<file path="config.mk">
export PLATFORM = sky130hd
export DESIGN_NAME = bin2bcd_seq_flat
export DESIGN_NICKNAME = d
export VERILOG_FILES = /design/src/rtl/bin2bcd_seq_if.sv /design/src/rtl/bin2bcd_seq.sv /design/src/flat_wrapper.sv
export SDC_FILE = /design/constraint.sdc
export NUM_CORES = 1
export LEC_CHECK = 0
export BUFFER_PORTS_ARGS = -buffer_cell sky130_fd_sc_hd__buf_2
export CAP_MARGIN = 20
export CORE_ASPECT_RATIO = 1.2
export CORE_MARGIN = 2
export CORE_UTILIZATION = 56
export DETAILED_ROUTE_END_ITERATION = 10
export PLACE_DENSITY_LB_ADDON = 0.2
export SYNTH_ARGS = -nofsm -noshare
export SYNTH_HDL_FRONTEND = slang
export SYNTH_SLANG_ARGS = --single-unit
</file>
<file path="constraint.sdc">
create_clock -name clk -period 1.95 [get_ports clk]
set_input_delay 0.39 -clock clk [delete_from_list [all_inputs] [get_ports clk]]
set_output_delay 0.39 -clock clk [all_outputs]
set_load 0.005 [all_outputs]
</file>
<file path="src/rtl/bin2bcd_seq_if.sv">
`default_nettype none
// ============================================================================
//  Module   : bin2bcd_seq_if
//  Purpose  : Handshake bundle for the sequential binary-to-BCD converter.
//             An operand channel (in_valid/in_ready/in_data) and a result
//             channel (out_valid/out_ready/out_bcd/out_overflow).
//  Modports : master - operand producer / result consumer
//             slave  - the converter itself
//  Revision : 1.0 - initial release
// ============================================================================
interface bin2bcd_seq_if #(
    parameter int WIDTH  = 8,
    parameter int DIGITS = 3
);
    logic                  in_valid;
    logic                  in_ready;
    logic [WIDTH-1:0]      in_data;
    logic                  out_valid;
    logic                  out_ready;
    logic [4*DIGITS-1:0]   out_bcd;
    logic                  out_overflow;

    modport master (
        output in_valid, in_data, out_ready,
        input  in_ready, out_valid, out_bcd, out_overflow
    );

    modport slave (
        input  in_valid, in_data, out_ready,
        output in_ready, out_valid, out_bcd, out_overflow
    );
endinterface
`default_nettype wire

</file>
<file path="src/rtl/bin2bcd_seq.sv">
`default_nettype none
// ============================================================================
//  Module   : bin2bcd_seq
//  Purpose  : Sequential double-dabble binary-to-BCD converter, one input bit
//             per clock, with a sticky overflow flag when DIGITS is too small
//             to represent the operand.
//  Ports    : clk   - rising-edge clock
//             rst_n - asynchronous active-low reset
//             bus   - bin2bcd_seq_if.slave
//                     in_valid/in_ready/in_data    : operand handshake
//                     out_valid/out_ready          : result handshake
//                     out_bcd  (4*DIGITS)          : packed BCD, digit 0 LSBs
//                     out_overflow                 : operand >= 10^DIGITS
//  Revision : 1.0 - initial release
// ============================================================================
module bin2bcd_seq #(
    parameter int WIDTH  = 8,
    parameter int DIGITS = 3
) (
    input  wire logic      clk,
    input  wire logic      rst_n,
    bin2bcd_seq_if.slave   bus
);

    localparam int c_cnt_w = $clog2(WIDTH + 1);

    typedef enum logic [1:0] {
        S_IDLE  = 2'd0,
        S_SHIFT = 2'd1,
        S_DONE  = 2'd2
    } state_t;

    state_t                r_state;
    state_t                w_state_nxt;

    logic [WIDTH-1:0]      r_sh_bin;
    logic [4*DIGITS-1:0]   r_bcd;
    logic                  r_ovf;
    logic [c_cnt_w-1:0]    r_cnt;

    // Result registers are separate from the working BCD register so the
    // visible result only changes on the edge that enters DONE.
    logic [4*DIGITS-1:0]   r_out_bcd;
    logic                  r_out_ovf;

    logic                  w_in_ready;
    logic                  w_accept;
    logic                  w_last;
    logic [4*DIGITS-1:0]   w_adj;
    logic [4*DIGITS-1:0]   w_bcd_nxt;
    logic [WIDTH-1:0]      w_sh_nxt;
    logic                  w_ovf_nxt;

    // DONE also accepts when the result is being consumed on the same edge,
    // which is what gives back-to-back throughput of WIDTH+1 cycles.
    assign w_in_ready = (r_state == S_IDLE) || ((r_state == S_DONE) && bus.out_ready);
    assign w_accept   = bus.in_valid && w_in_ready;
    assign w_last     = (r_cnt == c_cnt_w'(1));

    // Add-3 correction on every digit in parallel, using the pre-shift value.
    for (genvar d = 0; d < DIGITS; d++) begin : g_adj
        assign w_adj[4*d +: 4] = (r_bcd[4*d +: 4] >= 4'd5) ? (r_bcd[4*d +: 4] + 4'd3)
                                                          : r_bcd[4*d +: 4];
    end

    // {bcd, sh_bin} shifted left as one vector; the MSB of the adjusted top
    // digit falls off the end and marks overflow.
    assign w_bcd_nxt = {w_adj[4*DIGITS-2:0], r_sh_bin[WIDTH-1]};
    assign w_sh_nxt  = r_sh_bin << 1;
    assign w_ovf_nxt = r_ovf | w_adj[4*DIGITS-1];

    always_comb begin
        w_state_nxt = r_state;
        case (r_state)
            S_IDLE:  if (w_accept) w_state_nxt = S_SHIFT;
            S_SHIFT: if (w_last)   w_state_nxt = S_DONE;
            S_DONE: begin
                if (w_accept)           w_state_nxt = S_SHIFT;
                else if (bus.out_ready) w_state_nxt = S_IDLE;
            end
            default: w_state_nxt = S_IDLE;
        endcase
    end

    always_ff @(posedge clk or negedge rst_n) begin
        if (!rst_n) begin
            r_state <= S_IDLE;
        end else begin
            r_state <= w_state_nxt;
        end
    end

    always_ff @(posedge clk or negedge rst_n) begin
        if (!rst_n) begin
            r_sh_bin  <= '0;
            r_bcd     <= '0;
            r_ovf     <= 1'b0;
            r_cnt     <= '0;
            r_out_bcd <= '0;
            r_out_ovf <= 1'b0;
        end else if (w_accept) begin
            r_sh_bin <= bus.in_data;
            r_bcd    <= '0;
            r_ovf    <= 1'b0;
            r_cnt    <= c_cnt_w'(WIDTH);
        end else if (r_state == S_SHIFT) begin
            r_sh_bin <= w_sh_nxt;
            r_bcd    <= w_bcd_nxt;
            r_ovf    <= w_ovf_nxt;
            r_cnt    <= r_cnt - c_cnt_w'(1);
            if (w_last) begin
                r_out_bcd <= w_bcd_nxt;
                r_out_ovf <= w_ovf_nxt;
            end
        end
    end

    assign bus.in_ready     = w_in_ready;
    assign bus.out_valid    = (r_state == S_DONE);
    assign bus.out_bcd      = r_out_bcd;
    assign bus.out_overflow = r_out_ovf;

endmodule
`default_nettype wire

</file>
<file path="src/flat_wrapper.sv">
// flat-port wrapper written by rule: the top's interface ports become plain ports
module bin2bcd_seq_flat 
#(
    parameter int WIDTH  = 8,
    parameter int DIGITS = 3
)
  (clk, rst_n, bus_in_valid, bus_in_data, bus_out_ready, bus_in_ready, bus_out_valid, bus_out_bcd, bus_out_overflow);
  bin2bcd_seq_if #(.WIDTH(WIDTH), .DIGITS(DIGITS)) bus_i ();
  input  wire logic clk;
  input  wire logic rst_n;
  input wire logic [$bits(bus_i.in_valid)-1:0] bus_in_valid;
  input wire logic [$bits(bus_i.in_data)-1:0] bus_in_data;
  input wire logic [$bits(bus_i.out_ready)-1:0] bus_out_ready;
  output wire logic [$bits(bus_i.in_ready)-1:0] bus_in_ready;
  output wire logic [$bits(bus_i.out_valid)-1:0] bus_out_valid;
  output wire logic [$bits(bus_i.out_bcd)-1:0] bus_out_bcd;
  output wire logic [$bits(bus_i.out_overflow)-1:0] bus_out_overflow;
  assign bus_i.in_valid = bus_in_valid;
  assign bus_i.in_data = bus_in_data;
  assign bus_i.out_ready = bus_out_ready;
  assign bus_in_ready = bus_i.in_ready;
  assign bus_out_valid = bus_i.out_valid;
  assign bus_out_bcd = bus_i.out_bcd;
  assign bus_out_overflow = bus_i.out_overflow;
  bin2bcd_seq #(.WIDTH(WIDTH), .DIGITS(DIGITS)) u_core (.clk(clk), .rst_n(rst_n), .bus(bus_i));
endmodule
</file>
# ---- Yosys cells after proc, flatten, opt, wreduce, memory -nomap -nowiden
# Index checks and enable logic that the tools add are counted.
dict set report classes {
  eq_ne 6
  add_sub_neg 4
  n_reduce_logical 7
  order_cmp 3
  bitwise_logic 2
  n_mux 16
}
# operator n
set ops {}
lappend ops {{$mux 12} 2}
lappend ops {{$mux 4} 5}
lappend ops {{$mux 8} 2}
lappend ops {{$add 4x2->4 const B} 3}
lappend ops {{$ge 4x3->1 const B} 3}
lappend ops {{$mux 2} 4}
lappend ops {{$pmux 2 s3} 1}
lappend ops {{$reduce_and 3->1} 2}
lappend ops {{$eq 4x1->1 const B} 1}
lappend ops {{$ne 2x1->1 const B} 2}
lappend ops {{$sub 4x1->4 const B} 1}
lappend ops {{$ne 3x2->1 const B} 1}
lappend ops {{$eq 2x1->1 const B} 1}
lappend ops {{$eq 2x2->1 const B} 1}
lappend ops {{$logic_and 1x1->1} 2}
lappend ops {{$logic_not 2->1} 1}
lappend ops {{$mux 1} 2}
lappend ops {{$reduce_bool 2->1} 1}
lappend ops {{$logic_or 1x1->1} 1}
lappend ops {{$not 1->1} 1}
lappend ops {{$or 1x1->1} 1}
dict set report totals {
  elab_cells 45
  input_bits 12
  reg_bits 40
  out_inout_bits 15
}

# ---- Depth between registers and ports, before layout
# Gate-level depths: netlist of run 1.
dict set report logic_depth {
  word_depth 6
  ltp_mapped 7
  ltp_nobuf 6
}

# ---- Worst setup path before layout of run 1
# OpenSTA, ideal clock, no wires.
dict set report synth_timing {
  kind {register to register}
  start {register u_core.r_bcd[8]}
  end {register u_core.r_bcd[10]}
  required_ps 1867
  path_buffers 0
  path_stages_with_launch 7
  setup_ps 83
  setup_slack_ps 428
  arrival_ps 1440
  period_less_slack_ps 1522
  path_cell_list {dfrtp_1 -> inv_1 -> ha_1 -> nand2b_1 -> a21oi_1 -> mux2_2 -> o21ai_0}
}
dict set report synth_between {
  elab_chain_cells 4
  word_cells_on_any_way 5
  classes_between {add/sub: 1; order compare: 1; mux: 3}
}
# item line
set synth_lines {}
lappend synth_lines {{from (decl)} bin2bcd_seq.sv:37} ;# logic [4*DIGITS-1:0] r_bcd;
lappend synth_lines {{from (signal assigned)} bin2bcd_seq.sv:108} ;# r_bcd <= w_bcd_nxt;
lappend synth_lines {{$add 4x2->4 or $ge 4x3->1 (tied branches)} bin2bcd_seq.sv:62} ;# assign w_adj[4*d +: 4] = (r_bcd[4*d +: 4] >= 4'd5) ? (r_bcd[4*d +: 4] + 4'd3)
lappend synth_lines {{$mux 4 *} bin2bcd_seq.sv:62}
lappend synth_lines {{$mux 12 *} bin2bcd_seq.sv:106} ;# end else if (r_state == S_SHIFT) begin
lappend synth_lines {{$mux 12 *} bin2bcd_seq.sv:101} ;# end else if (w_accept) begin
# Mark *: on every way between the ends. The rest lies on a longest branch, timed or not. The select of a mux whose other input is x is not followed.
# A chain may end at the register's enable or synchronous reset.

# ---- Worst setup path after layout of run 1
dict set report layout_timing {
  start {register u_core.r_bcd[8]}
  end {register u_core.r_out_bcd[10] (netlist: u_core.bus.out_bcd[10])}
}
dict set report layout_between {
  elab_chain_cells 2
  word_cells_on_any_way 3
  classes_between {add/sub: 1; order compare: 1; mux: 1}
}
# item line
set layout_lines {}
lappend layout_lines {{$add 4x2->4 or $ge 4x3->1 (tied branches)} bin2bcd_seq.sv:62}
lappend layout_lines {{$mux 4 *} bin2bcd_seq.sv:62}
lappend layout_lines {{to (signal assigned)} bin2bcd_seq.sv:112} ;# r_out_bcd <= w_bcd_nxt;
lappend layout_lines {{to (decl)} bin2bcd_seq.sv:43} ;# logic [4*DIGITS-1:0] r_out_bcd;
# Mark *: on every way between the ends. The rest lies on a longest branch, timed or not.

==> impl_metrics.toml, run 1 <==
[timing]
setup-tns-final_ns = 0
slew_headroom_pct = 66.6
slew_viol_final = 0
grt_setup_unrepaired = "false"
hold_viol = 0
setup_viol = 0
fmax_mhz = 558
period_minus_slack_ns = 1.79
worst_slew_pin_slew_ns = 0.501
finalCritPeriodShare_pct = 91.8
fin_skew_ns = 0.00640

[drt]
wire_per_inst_um = 15.2
postRouteAntennaNets = 0
routed_wl_mm = 3.87
route.vias.total = 1441
remaining_drc_errors = 0
drt-initial-drc-count = 50
firstDrtPassIters = 4
vias_per_cell = 5.65

[flow_run]
maxCapViolCount = 0

[clocking]
clk_pin_slew_worst_paths_ns = 0.08
cts_made_buffers = 5
cts_tree = "done"
cts_setup_buffers = 0
htree_num_levels = 2
clkLatencyLatePin_ns = 0.29
cts-root-buf = "clkbuf_8"
cts.path.max_buffers = 2
cts.sinks = 40
cts_resized = 0
postCtsHoldBufs = 0

[setup_path]
arrival_ns = 1.99
crit_buf_inv = 1
reg2reg_depth = 6
crit_type = "reg -> reg"
cp-end-kind = "register"
r2r-end = "u_core.bus.out_bcd[10]$_DFFE_PN0P_"
cp.required_ns = 2.15
path_max_fanout = 5
critPathSlowestCell = "dfrtp_1"
r2r_slack_ns = 0.16
r2r_start = "u_core.r_bcd[8]$_DFFE_PN0P_"
crit_family = "compound AO/OA/AOI/OAI gates"
slowest_delay_ns = 0.42
crit_chain = "inv_1 > ha_1 > nand2b_1 > a21oi_1 > mux2_2 > o21ai_0"
cp-start-kind = "register"

[global_route]
grt_max_degree = 41
overflow = 0
grt_pass1_wl_mm = 6.71
grt_antenna_before_repair = 0
grt_pass1_vias = 1484
grtUsageTotal_pct = 23.0

[synth]
synth_compound_area_share_pct = 14.5
synth_top_family_by_area = "simple AND/OR/NAND/NOR gates"
netlist.area_leader.share_pct = 52.0
synth_fa_ha_area_share_pct = 5.20
synth_cell_types = 31
synth_mux_area_share_pct = 5.86
syn_area_um2 = 1920
avgSynthCellArea_um2 = 10.2
async_reset_ff_share_pct = 100
syn_inst = 188
synth-seq-cells = 40
synthSimpleGateAreaFrac_pct = 15.4
synth-edff-count = 0
ys_warn_count = 0
ys_seq_area_share_pct = 52.0
synth_area_leaders = "dfrtp_1, nand2_1, o21ai_0, ha_1, mux2_4"
synth_largest_area_cell = "dfrtp_1"
synthXorXnorAreaFrac_pct = 2.28
synthFlopType = "dfrtp_1"
synth_fp_nets = 208

[die]
core_um2 = 3310
rows = 23
die_w_um = 57.5
initial_core_util_pct = 58.1
die_area_um2 = 3920
die_y_um = 68.2
pin_count = 27

[pwr]
power.switching_mw = 1.47
p_seq_share_pct = 38.4
pwr_density_cell_nw_per_um2 = 1780
p_clk_share_pct = 19.8
swShare_pct = 37.3
total_power_mw = 3.94
vdd_drop_max_v = 0.00110
p_leak_nw = 1.10
cellInternalPower_mw = 2.47
power_frac_comb_pct = 41.9

[finish]
drive_above_1_share_pct = 21.1
antennaDiodeCount = 0
nNetsFinal = 238
most-common-layout-cells = "dfrtp_1, nand2_1, buf_2"
mostFrequentLayoutCell = "dfrtp_1"
syn2layout_area_growth_pct = 15.0

[placed_design]
hpwl_mm = 2.69
port_buffers = 26
globalplace.congestion = 0.678

[worst_hold_path]
hp-class = "in -> async"

[outcome]
status = "finished, final reports clean"
-- flip-flops by register name, summed over array words and instances, names as in the netlist --
register and cells:
u_core.bus.out_bcd 12, u_core.r_state 2, u_core.bus.out_overflow 1, u_core.r_bcd 12
u_core.r_ovf 1, u_core.r_cnt 4, u_core.r_sh_bin 8
-- cell families (layout without fill, tap and decap cells) --
logic type / Yosys count / in the layout
AND/OR/NAND/NOR: 61 / 61
flip-flops: 40 / 40
adder cells (fa/ha/maj): 8 / 8
buffers and inverters: 18 / 48
XOR/XNOR: 5 / 5
multiplexers: 9 / 9
AO/OA/AOI/OAI: 47 / 47
-- metal layers --
metal / vias to the layer above / global-route usage (%) / part of all wire (%)
li1: 702 / - / -
met1: 694 / 27.6 / 41
met2: 38 / 39.2 / 52
met3: 7 / 5.48 / 4.9
met4: 0 / 10.5 / 2.1
met5: - / 0 / 0
-- layout make-up --
type | instances | area [um2]
Sequential cell | 40 | 1000
Inverter | 10 | 37.5
Clock buffer | 5 | 68.8
Fill cell | 270 | 1100
Multi-Input combinational cell | 130 | 831
Clock inverter | 2 | 60.1
Timing Repair Buffer | 31 | 168
Tap cell | 37 | 46.3
-- power groups by stage --
stage               clock (mW)  sequential [mW]  combinational, mW
global placement             0             1.49               1.55
floorplan                    0             1.46               1.22
global route             0.828             1.56               1.89
CTS                      0.791             1.51               1.66
detailed placement           0             1.52               1.65
finish                   0.778             1.51               1.65
-- cell usage after synthesis, drive strengths merged, types with 4 or more instances --
library cell and n:
a21oi 11, a22o 4, a22oi 6, buf 7, dfrtp 40, ha 8
inv 10, mux2 6, nand2 36, nand2b 4, nor2 4, nor3 4
nor3b 7, o21ai 21, xnor2 4
-- stage by stage --
| stage | hold WS, ns | worst slack (ns) | instance area, um2 | utilization (%) | cells |
|---|---|---|---|---|---|
| after global placement | 0.458 | 0.349 | 2080 | 62.9 | 248 |
| after CTS | 0.159 | 0.165 | 2210 | 66.8 | 255 |
| after detailed placement | 0.466 | 0.222 | 2080 | 62.9 | 248 |
| final | 0.145 | 0.159 | 2210 | 66.8 | 255 |
| after global routing | 0.180 | 0.00567 | 2210 | 66.8 | 255 |
| after floorplan | 0.0944 | 0.428 | 1920 | - | 188 |
-- worst max path at each step --
stage | endpoint | start | slack [ns] | depth (start not counted)
global route | u_core.bus.out_bcd[10]$_DFFE_PN0P_ | u_core.r_bcd[8]$_DFFE_PN0P_ | 0.006 | 6
floorplan | u_core.r_bcd[10]$_DFFE_PN0P_ | u_core.r_bcd[8]$_DFFE_PN0P_ | 0.43 | 6
finish | u_core.bus.out_bcd[10]$_DFFE_PN0P_ | u_core.r_bcd[8]$_DFFE_PN0P_ | 0.16 | 6
CTS | u_core.bus.out_bcd[10]$_DFFE_PN0P_ | u_core.r_bcd[8]$_DFFE_PN0P_ | 0.17 | 6
detailed placement | u_core.bus.out_bcd[10]$_DFFE_PN0P_ | u_core.r_bcd[8]$_DFFE_PN0P_ | 0.22 | 6
global placement | u_core.bus.out_bcd[10]$_DFFE_PN0P_ | u_core.r_bcd[8]$_DFFE_PN0P_ | 0.35 | 6
No activity file was read; power rests on OpenSTA's default activity.
==> run 2: changes to the inputs <==
--- a/config.mk
+++ b/config.mk
@@ -9,7 +9,7 @@
 export CAP_MARGIN = 20
 export CORE_ASPECT_RATIO = 1.2
 export CORE_MARGIN = 2
-export CORE_UTILIZATION = 56
+export CORE_UTILIZATION = 60
 export DETAILED_ROUTE_END_ITERATION = 10
 export PLACE_DENSITY_LB_ADDON = 0.2
 export SYNTH_ARGS = -nofsm -noshare
==> constraint.sdc (replaced) <==
create_clock -name clk -period 2.2 [get_ports clk]
set_input_delay 0.44 -clock clk [delete_from_list [all_inputs] [get_ports clk]]
set_output_delay 0.44 -clock clk [all_outputs]
set_load 0.005 [all_outputs]
==> impl_metrics.toml, run 2 (synthesized netlist as in run 1, its figures left out) <==
[clocking]
cts.sinks = 40
cts_setup_buffers = 0
postCtsHoldBufs = 0
cts_made_buffers = 5
clkLatencyLatePin_ns = 0.35
clk_pin_slew_worst_paths_ns = 0.11
cts_resized = 0
cts_tree = "done"
htree_num_levels = 2
cts.path.max_buffers = 2
cts-root-buf = "clkbuf_4"

[finish]
most-common-layout-cells = "dfrtp_1, nand2_1, buf_2"
syn2layout_area_growth_pct = 11.3
drive_above_1_share_pct = 20.5
antennaDiodeCount = 0
mostFrequentLayoutCell = "dfrtp_1"
fin_util_pct = 70.1
nNetsFinal = 238

[worst_hold_path]
hp-class = "in -> async"

[drt]
remaining_drc_errors = 0
routedLengthMet1_mm = 1.57
route.vias.total = 1442
met2_length_mm = 1.83
firstDrtPassIters = 4
wire_per_inst_um = 14.1
drt-initial-drc-count = 32
route.met3.wl_um = 150
vias_per_cell = 5.65
routed_wl_mm = 3.60
postRouteAntennaNets = 0
routed.top_layer = "met4"

[timing]
setup-tns-final_ns = 0
worst_slew_pin_slew_ns = 0.488
fin_skew_ns = 0.00794
hold_viol = 0
slew_headroom_pct = 67.4
grt_setup_unrepaired = "false"
slew_viol_final = 0
fmax_mhz = 581
finalCritPeriodShare_pct = 78.3
period_minus_slack_ns = 1.72
setup_viol = 0

[global_route]
grt_antenna_before_repair = 0
grt_pass1_vias = 1483
grt_pass1_wl_mm = 6.44
grtUsageTotal_pct = 22.7
overflow = 0
grt_max_degree = 41

[die]
core_um2 = 3060
initial_core_util_pct = 62.9
die_area_um2 = 3680
rows = 22
die_y_um = 66.0
pin_count = 27
die_w_um = 55.7

[setup_path]
slowest_delay_ns = 0.43
cp-end-kind = "register"
cp-start-kind = "register"
cp.required_ns = 2.46
crit_chain = "inv_1 > ha_1 > nand2b_1 > a21oi_1 > mux2_2 > o21ai_0"
crit_type = "reg -> reg"
path_max_fanout = 5
arrival_ns = 1.98
critPathSlowestCell = "dfrtp_1"

[pwr]
total_power_mw = 3.15
pwr_density_cell_nw_per_um2 = 1470
p_leak_nw = 1.06
vdd_drop_max_v = 0.000815

[flow_run]
maxCapViolCount = 0

[placed_design]
hpwl_mm = 2.58
port_buffers = 26
globalplace.congestion = 0.796

[outcome]
status = "finished, final reports clean"
run 2: area by class of cell:
class / count / area, um2
Fill cell: 239 / 915
Multi-Input combinational cell: 130 / 831
Clock buffer: 8 / 58.8
Inverter: 10 / 37.5
Tap cell: 36 / 45.0
Timing Repair Buffer: 31 / 168
Sequential cell: 40 / 1000
run 2: report_power, final:
part	switching (mW)	total [mW]	internal, mW
sequential	0.261	1.33	1.07
combinational	0.774	1.44	0.669
clock	0.224	0.382	0.158
total	1.26	3.15	1.89
run 2: metal layers:
metal | global-route usage, % | vias to the layer above
met5 | 0 | -
met2 | 39.4 | 30
li1 | - | 708
met4 | 8.23 | 0
met1 | 27.0 | 699
met3 | 6.07 | 5
run 2: per-stage QoR:
stage	instance area [um2]	worst slack, ns	hold WS (ns)	std cells
after global routing	2140	0.300	0.165	255
final	2140	0.478	0.131	255
after floorplan	1920	0.678	0.144	188
after CTS	2140	0.484	0.147	255
after detailed placement	2080	0.512	0.465	247
after global placement	2080	0.604	0.458	247
run 2: final timing paths:
path	from	endpoint	slack [ns]	depth (start not counted)
worst max-delay path	u_core.r_bcd[8]$_DFFE_PN0P_	u_core.bus.out_bcd[10]$_DFFE_PN0P_	0.48	6
worst min register to register	u_core.bus.out_bcd[4]$_DFFE_PN0P_	u_core.bus.out_bcd[4]$_DFFE_PN0P_	0.48	2
min in group clk	bus_out_ready	u_core.r_state[1]$_DFFE_PN0P_	0.28	2
worst max register to register	u_core.r_bcd[8]$_DFFE_PN0P_	u_core.bus.out_bcd[10]$_DFFE_PN0P_	0.48	6
max in group asynchronous	rst_n	u_core.bus.out_bcd[0]$_DFFE_PN0P_	1.73	2
worst min-delay path	rst_n	u_core.r_bcd[2]$_DFFE_PN0P_	0.13	2
run 2: critical path, delay by kind of cell, from the launching register on:
kind | cells | cell delay (ns)
buffers and inverters | 1 | 0.10
multiplexers | 1 | 0.37
flip-flops | 1 | 0.43
AND/OR/NAND/NOR | 1 | 0.10
AO/OA/AOI/OAI | 2 | 0.40
adder cells (fa/ha/maj) | 1 | 0.25
==> run 3: changes to the inputs <==
--- a/config.mk
+++ b/config.mk
@@ -9,7 +9,7 @@
 export CAP_MARGIN = 20
 export CORE_ASPECT_RATIO = 1.2
 export CORE_MARGIN = 2
-export CORE_UTILIZATION = 60
+export CORE_UTILIZATION = 51
 export DETAILED_ROUTE_END_ITERATION = 10
 export PLACE_DENSITY_LB_ADDON = 0.2
 export SYNTH_ARGS = -nofsm -noshare
==> constraint.sdc (replaced) <==
create_clock -name clk -period 1.5 [get_ports clk]
set_input_delay 0.3 -clock clk [delete_from_list [all_inputs] [get_ports clk]]
set_output_delay 0.3 -clock clk [all_outputs]
set_load 0.005 [all_outputs]
==> impl_metrics.toml, run 3 (synthesized netlist as in run 1, its figures left out) <==
[outcome]
status = "finished, final reports clean"

[setup_path]
crit_family = "compound AO/OA/AOI/OAI gates"
cp-startpoint = "u_core.r_state[0]$_DFFE_PN0P_"
arrival_ns = 1.64
crit_type = "reg -> reg"
cp.required_ns = 1.67
cp-start-kind = "register"
slowest_delay_ns = 0.53
r2r_start = "u_core.r_state[0]$_DFFE_PN0P_"
path_max_fanout = 18
critPathSlowestCell = "o31a_2"
crit_chain = "o31a_2 > o21ai_0 > nand2_1"
cp-end-kind = "register"
crit_buf_inv = 0

[pwr]
total_power_mw = 5.73
vdd_drop_max_v = 0.00120
power.switching_mw = 2.21
pwr_density_cell_nw_per_um2 = 2210
swShare_pct = 38.6
power_frac_comb_pct = 51.8
cellInternalPower_mw = 3.52
p_seq_share_pct = 35.2
p_clk_share_pct = 12.9
p_leak_nw = 1.24

[drt]
remaining_drc_errors = 0
drt-initial-drc-count = 40
route.vias.total = 1551
routed_wl_mm = 4.16
wire_per_inst_um = 14.1
firstDrtPassIters = 4
vias_per_cell = 5.26
postRouteAntennaNets = 0

[worst_hold_path]
hp-class = "in -> reg"
hp-start = "bus_out_ready"

[clocking]
cts.sinks = 40
htree_num_levels = 2
clk_pin_slew_worst_paths_ns = 0.07
cts-root-buf = "clkbuf_8"
clkLatencyLatePin_ns = 0.28
cts_made_buffers = 5
cts.path.max_buffers = 2
cts_tree = "done"

[die]
pin_count = 27
die_y_um = 71.3
initial_core_util_pct = 52.9
die_w_um = 60.1
die_area_um2 = 4280
core_um2 = 3630
rows = 24

[timing]
grt_setup_unrepaired = "true"
fin_skew_ns = 0.00236
slew_viol_final = 0
slew_headroom_pct = 74.8
setup_viol = 0
fmax_mhz = 676
hold_viol = 0
finalCritPeriodShare_pct = 98.6
period_minus_slack_ns = 1.48
worst_slew_pin_slew_ns = 0.379
setup-tns-final_ns = 0

[global_route]
grt_max_degree = 41
grt_pass1_wl_mm = 6.76
grtUsageTotal_pct = 20.7
grt_antenna_before_repair = 0
overflow = 0
grt_pass1_vias = 1462

[finish]
design_area_um2 = 2590
mostFrequentLayoutCell = "dfrtp_1"
drive_above_1_share_pct = 41.2
syn2layout_area_growth_pct = 34.7
antennaDiodeCount = 0
nNetsFinal = 263
most-common-layout-cells = "dfrtp_1, nand2_1, buf_2"

[placed_design]
hpwl_mm = 2.66
postPlaceCellArea_um2 = 2210
globalplace.congestion = 0.774
port_buffers = 26

[flow_run]
maxCapViolCount = 0
[run 3: changes by cell type in the layout (fill, tap and decap cells not counted), moves of 5 or more]
cell	delta
o21ai_1	+5
inv_1	-7
inv_2	+7
clkbuf_8	+6
ha_1	-5
clkbuf_4	-5
o21ai_0	-8
buf_4	+20
[run 3: worst register-to-register path, cell delays in order, from the launching register on]
cell and delay [ns]:
dfrtp_1 0.47, o31a_2 0.53, o21ai_0 0.27, nand2_1 0.10
[run 3: worst paths after layout]
path | endpoint | depth (start not counted) | slack, ns
max | u_core.r_bcd[11]$_DFFE_PN0P_ | 3 | 0.02
min | u_core.r_state[1]$_DFFE_PN0P_ | 2 | 0.20
max reg2reg | u_core.r_bcd[11]$_DFFE_PN0P_ | 3 | 0.02
min reg2reg | u_core.bus.out_bcd[10]$_DFFE_PN0P_ | 2 | 0.48
max in group asynchronous | u_core.r_sh_bin[4]$_DFFE_PN0P_ | 3 | 0.80
min in group asynchronous | u_core.bus.out_bcd[1]$_DFFE_PN0P_ | 3 | 0.50
[run 3: layout make-up]
class / count / area (um2)
Tap cell: 52 / 65.1
Multi-Input combinational cell: 131 / 998
Timing Repair Buffer: 55 / 393
Clock buffer: 7 / 96.3
Inverter: 10 / 37.5
Sequential cell: 40 / 1000
Fill cell: 267 / 1040
[run 3: metrics by stage]
stage | util, % | hold slack (ns) | worst slack (ns) | cells
floorplan | - | 0.00441 | 0.0126 | 188
global placement | 60.9 | 0.284 | -0.0222 | 274
detailed placement | 60.9 | 0.285 | -0.0921 | 274
CTS | 64.8 | 0.194 | 0.00758 | 284
global route | 71.3 | 0.195 | -0.0670 | 295
finish | 71.3 | 0.205 | 0.0213 | 295
[run 3: power groups by stage]
stage | clock network, mW | logic, mW | registers, mW
after CTS | 0.772 | 2.47 | 1.94
final | 0.741 | 2.97 | 2.02
after global routing | 0.801 | 3.33 | 2.09
after detailed placement | 0 | 2.34 | 1.95
after global placement | 0 | 2.26 | 1.92
after floorplan | 0 | 1.59 | 1.91
[run 3: layer usage]
metal,global-route usage [%],vias to the layer above,routed length [um]
li1,-,755,-
met1,27.6,761,1860
met2,33.8,33,2130
met3,5.23,2,154
met4,5.19,0,19
met5,0,-,0
[run 3: what timing repair did]
action	in CTS	in global routing
pin swaps	2	8
hold endpoints to repair	40	0
gates cloned	0	2
buffers inserted	2	9
setup endpoints to repair	11	19
resized for setup	7	40
hold buffers	1	0
